--- src/rtl/cva6_lsu_mem_responder.sv ---
// Memory-side responder for the cva6 LSU load/store handshake.
// Serves one access at a time from a small word array and answers each request
// with a single-cycle response pulse after a fixed, per-channel latency.
module cva6_lsu_mem_responder #(
    parameter int ADDR_W    = 32,
    parameter int DATA_W    = 32,
    parameter int DEPTH     = 16,
    parameter int LOAD_LAT  = 2,
    parameter int STORE_LAT = 3
) (
    input  logic              clk_i,
    input  logic              rst_ni,
    input  logic              load_req_i,
    input  logic [ADDR_W-1:0] load_addr_i,
    input  logic              store_req_i,
    input  logic [ADDR_W-1:0] store_addr_i,
    input  logic [DATA_W-1:0] store_wdata_i,
    input  logic              stall_i,
    output logic              load_mem_resp_o,
    output logic [DATA_W-1:0] load_rdata_o,
    output logic              store_mem_resp_o,
    output logic              busy_o,
    output logic [7:0]        load_cnt_o,
    output logic [7:0]        store_cnt_o
);

    localparam int IDX_W  = $clog2(DEPTH);
    localparam int MAXLAT = (LOAD_LAT > STORE_LAT) ? LOAD_LAT : STORE_LAT;
    localparam int CNT_W  = $clog2(MAXLAT + 1);

    typedef enum logic [1:0] {
        IDLE,
        BUSY,
        RESP,
        HOLD
    } state_t;

    state_t              r_state;
    state_t              w_state_next;
    logic                r_chan_store;
    logic                r_last_store;
    logic [IDX_W-1:0]    r_idx;
    logic [DATA_W-1:0]   r_wdata;
    logic [CNT_W-1:0]    r_cnt;
    logic [CNT_W-1:0]    w_cnt_next;
    logic [7:0]          r_load_cnt;
    logic [7:0]          r_store_cnt;
    logic [DATA_W-1:0]   r_mem [DEPTH];

    logic                w_grant;
    logic                w_grant_store;
    logic                w_resp;
    logic [IDX_W-1:0]    w_load_idx;
    logic [IDX_W-1:0]    w_store_idx;
    logic                w_unused_addr;

    // Byte-offset and upper address bits do not select a word; they alias.
    assign w_load_idx    = load_addr_i[2 +: IDX_W];
    assign w_store_idx   = store_addr_i[2 +: IDX_W];
    assign w_unused_addr = ^{load_addr_i[1:0], load_addr_i[ADDR_W-1:2+IDX_W],
                             store_addr_i[1:0], store_addr_i[ADDR_W-1:2+IDX_W]};

    // State register; reset aborts any access in flight.
    always_ff @(posedge clk_i or negedge rst_ni) begin
        if (!rst_ni) begin
            r_state <= IDLE;
        end else begin
            r_state <= w_state_next;
        end
    end

    // Arbitration, latency countdown and next-state selection.
    always_comb begin
        w_state_next  = r_state;
        w_cnt_next    = r_cnt;
        w_grant       = 1'b0;
        w_grant_store = 1'b0;
        case (r_state)
            IDLE: begin
                if (load_req_i || store_req_i) begin
                    w_grant       = 1'b1;
                    w_grant_store = store_req_i && (!load_req_i || !r_last_store);
                    if (w_grant_store) begin
                        w_cnt_next   = CNT_W'(STORE_LAT - 1);
                        w_state_next = (STORE_LAT > 1) ? BUSY : RESP;
                    end else begin
                        w_cnt_next   = CNT_W'(LOAD_LAT - 1);
                        w_state_next = (LOAD_LAT > 1) ? BUSY : RESP;
                    end
                end
            end
            BUSY: begin
                if (!stall_i) begin
                    if (r_cnt == CNT_W'(1)) begin
                        w_state_next = RESP;
                    end else begin
                        w_cnt_next = r_cnt - CNT_W'(1);
                    end
                end
            end
            RESP:    w_state_next = HOLD;
            HOLD:    w_state_next = IDLE;
            default: w_state_next = IDLE;
        endcase
    end

    // Latch the granted access, retire it in RESP and track completions.
    always_ff @(posedge clk_i or negedge rst_ni) begin
        if (!rst_ni) begin
            r_chan_store <= 1'b0;
            r_last_store <= 1'b1;
            r_idx        <= '0;
            r_wdata      <= '0;
            r_cnt        <= '0;
            r_load_cnt   <= '0;
            r_store_cnt  <= '0;
        end else begin
            r_cnt <= w_cnt_next;
            if (w_grant) begin
                r_chan_store <= w_grant_store;
                r_idx        <= w_grant_store ? w_store_idx : w_load_idx;
                r_wdata      <= store_wdata_i;
            end
            if (w_resp) begin
                r_last_store <= r_chan_store;
                if (r_chan_store) begin
                    r_store_cnt <= r_store_cnt + 8'd1;
                end else begin
                    r_load_cnt <= r_load_cnt + 8'd1;
                end
            end
        end
    end

    // Backing array: cleared on reset, written only by a completing store.
    always_ff @(posedge clk_i or negedge rst_ni) begin
        if (!rst_ni) begin
            for (int i = 0; i < DEPTH; i++) begin
                r_mem[i] <= '0;
            end
        end else if (w_resp && r_chan_store) begin
            r_mem[r_idx] <= r_wdata;
        end
    end

    assign w_resp           = (r_state == RESP);
    assign load_mem_resp_o  = w_resp && !r_chan_store;
    assign store_mem_resp_o = w_resp && r_chan_store;
    assign load_rdata_o     = load_mem_resp_o ? r_mem[r_idx] : '0;
    assign busy_o           = (r_state != IDLE);
    assign load_cnt_o       = r_load_cnt;
    assign store_cnt_o      = r_store_cnt;

endmodule
--- config.mk ---
export PLATFORM = sky130hd
export DESIGN_NAME = cva6_lsu_mem_responder
export DESIGN_NICKNAME = d
export VERILOG_FILES = /design/src/rtl/cva6_lsu_mem_responder.sv
export SDC_FILE = /design/constraint.sdc
export NUM_CORES = 1
export LEC_CHECK = 0
export CORE_AREA = 5 5 207 209
export CTS_CLUSTER_DIAMETER = 100
export DETAILED_ROUTE_END_ITERATION = 7
export DIE_AREA = 0 0 212 214
export PLACE_DENSITY = 0.85
export SLEW_MARGIN = 20
export SYNTH_ARGS = -nofsm -noshare
export SYNTH_HDL_FRONTEND = slang
export SYNTH_SLANG_ARGS = --single-unit
--- constraint.sdc ---
create_clock -name clk_i -period 5 [get_ports clk_i]
set_clock_uncertainty 0.1 [all_clocks]
set_input_delay 0.75 -clock clk_i [delete_from_list [all_inputs] [get_ports clk_i]]
set_output_delay 0.75 -clock clk_i [all_outputs]
set_load 0.05 [all_outputs]
==> summary.md <==
| Metric | Value |
|---|---|
| Most frequent cells in the layout | 567 x dfrtp_1, 423 x mux2_2, 120 x mux2_4 |
| Area grow syn2layout | 13.0% |
| Nets | about 1900 |
| CTS resizes | 0 |
| Vias | 15200 |
| Avg WL per Cell | 25.5 um |
| Max Cap Viol | 0 |
| Min Tclk post-route | 4.89 ns |
| Maximum buffer depth of the clock tree | 3 |
| Ys async rst share | 1.00 |
| Status | completed |
| Die area | ~45000 sq um |
| Post-synthesis register bit count | 570 |
| Gpl congestion | 0.787 |
| Post-Synthesis Cells | approximately 1800 |
| PwrDens | 647 nW/um^2 |
| Post-route ant nets | 0 |
| Final WL | between 60000 and 70000 um |
| Iter 0 DRT Violations | 1118 |
| Placeable core area | 40600 sq um |
| Worst slew margin | 0.233 |
| Syn nets | 1869 |
| YS warnings | 0 |
| Netlist cell types | 46 |
| CP arrival | roughly 4.0 ns |
| CTS Buf Count | 56 |
| CTS sink count | 570 |
| Setup TNS | 0 ns |
| Final worst setup slack | 0.111 ns |
| Number of synthesized flops with an enable pin | 0 |
| Ratio of cells with drive above 1 in the final layout | 0.424 |
| Die Height | 214 um |
| Final setup viols | 0 |
| Rows | 74 |
| Post-route DRC | 0 |
| Initial antenna violation count | 0 |
| Post-synth top flop | dfrtp_1 |
| Ant diodes | 0 |
| Htree depth | 2 |
| Worst slew pin tran | 1.15 ns |
| Global-route wire length before repair | around 97000 um |
| Gr usage total | 0.272 |
| First-pass detailed-route iteration total | 5 |
| RSZ-0062 raised after global routing | false |
| Maximum vdd drop | around 0.45 mV |
| Mapped Avg Cell Area | 14.8 sq um |
| Tot Pwr | approximately 0.019 W |
| Post-detail-place hpwl | 35800 um |
| Initial Util | 0.643 |
| Clk slew on worst S/H paths | 0.06 ns |
| Chip Width | 212 um |
| Post-CTS setup buffer count | 0 |
| CTS tree | done |
| Vias in the first global route | roughly 17000 |
| Fmax | 205 MHz |
| Commonest non-fill, non-tap cell in the layout | dfrtp_1 |
| Pleak | 14.0 nW |
| Worst setup path category | reg2out |
| Hold Vio Cnt, Final | 0 |
| Clk_lat worst skew | a little over 0.6 ns |
| CP Launch Type | flip-flop |
| IO Port Bufs | 95 |
| Crit share post-route | 0.978 |
| Mapped cell area | roughly 26000 sq um |
| Part of the Yosys area used for sequential elements | 0.546 |
| Vias per inst | 6.37 |
| Final Max Tran Viols | 0 |
| Setup crit end kind | output pin |
| Hold_buf cts | 0 |
| Setup WS pre-CTS | 0.837 ns |
| Crit Path Max Fanout | 16 |
| CP required | just over 4 ns |
| I/O Pins | 152 |
| Largest net degree at the start of global routing | 113 |
| Clk root buf | clkbuf_16 |
| Worst Hold Class | in2async |
| GRT overflow | 0 |
power breakdown:
group / leakage [nW] / internal [W] / switching [W] / total (W)
logic: 5.40 / 0.00340 / 0.00282 / 0.00621
clock network: 0.969 / 0.00264 / 0.00178 / 0.00442
registers: 7.61 / 0.00665 / 0.00181 / 0.00847
layout make-up:
| class | instances | area, sq um |
|---|---|---|
| inverter | 6 | 27.5 |
| sequential | 570 | 14300 |
| clock inverter | 21 | 268 |
| fill | 2440 | 11100 |
| timing repair buffer | 146 | 1440 |
| multi-input combinational | 1035 | 11200 |
| tap | 532 | 666 |
| clock buffer | 80 | 1680 |
worst paths after layout:
check / from / to / slack, ns / cells past startpoint
min: rst_ni / load_cnt_o[1] / 0.06 / 1
max in group asynchronous: rst_ni / r_wdata[14] / 3.57 / 2
max reg2reg: r_idx[3] / r_mem[357] / 1.81 / 4
min reg2reg: load_cnt_o[7] / load_cnt_o[7] / 0.37 / 1
max: r_state[0] / load_rdata_o[9] / 0.11 / 8
min in group clk_i: load_cnt_o[7] / load_cnt_o[7] / 0.37 / 1
synthesized netlist by cell type (2+ instances only):
cell	number	share of area
xor2_1	5	0.0017
nand2b_1	3	0.00072
mux4_2	64	0.055
nand3b_4	2	0.0015
mux2i_1	96	0.037
o21ai_0	13	0.0025
o21ai_1	30	0.0057
buf_6	12	0.0052
mux2_2	423	0.18
xnor2_1	9	0.0030
ha_1	6	0.0029
mux2_1	2	0.00086
or3_1	2	0.00048
nand4_1	6	0.0014
o22ai_1	4	0.00096
mux2_4	120	0.069
a211oi_1	33	0.0095
dfrtp_1	569	0.54
inv_1	5	0.00072
clkbuf_1	71	0.010
or4_1	2	0.00057
and3_1	2	0.00048
nor2b_1	36	0.0086
nand2_1	47	0.0067
buf_4	21	0.0060
a22oi_1	64	0.018
nor2_1	17	0.0024
nand3_1	35	0.0067
buf_2	46	0.0088
routing by layer:
layer  track usage  part of all wire
met3        0.0456             0.048
met4        0.0908             0.030
met5             0                 0
met2         0.444              0.50
met1         0.376              0.42
logic make-up (layout without fill, tap and decap cells):
group | after synthesis | in the layout | share of synthesized area
AOI/OAI and AO/OA | 150 | 150 | 0.0388
adders and majority gates | 6 | 6 | 0.00287
and+or+nand+nor | 160 | 160 | 0.0330
DFF | 570 | 570 | 0.546
buffers and inverters | 157 | 253 | 0.0314
xor gates and xnor gates | 14 | 14 | 0.00469
muxes | 705 | 705 | 0.344
per-stage QoR:
stage	std cells	util	instance area, sq um	hold slack [ns]
2_1_floorplan	1762	-	26100	0.348
3_3_place_gp	2289	0.679	27600	0.355
3_5_place_dp	2289	0.679	27600	0.366
4_1_cts	2390	0.727	29500	0.0842
5_1_grt	2390	0.727	29500	0.118
6_report	2390	0.727	29500	0.0555
state kept, by name (all words and copies together), names as in the netlist:
| name | flops |
|---|---|
| load_cnt_o | 8 |
| r_chan_store | 1 |
| r_cnt | 2 |
| r_idx | 4 |
| r_last_store | 1 |
| r_mem | 512 |
| r_state | 2 |
| r_wdata | 32 |
| store_cnt_o | 8 |
worst max-delay path, stage by stage, from the launching register on:
cell and delay, ns:
dfrtp_1 0.39, inv_1 0.10, ha_1 0.30, nor2b_1 0.39, and3b_2 0.58, buf_4 0.34
a22oi_1 0.12, o21ai_1 0.26, clkdlybuf4s50_1 0.92
Power figures use the tool's default switching activity.
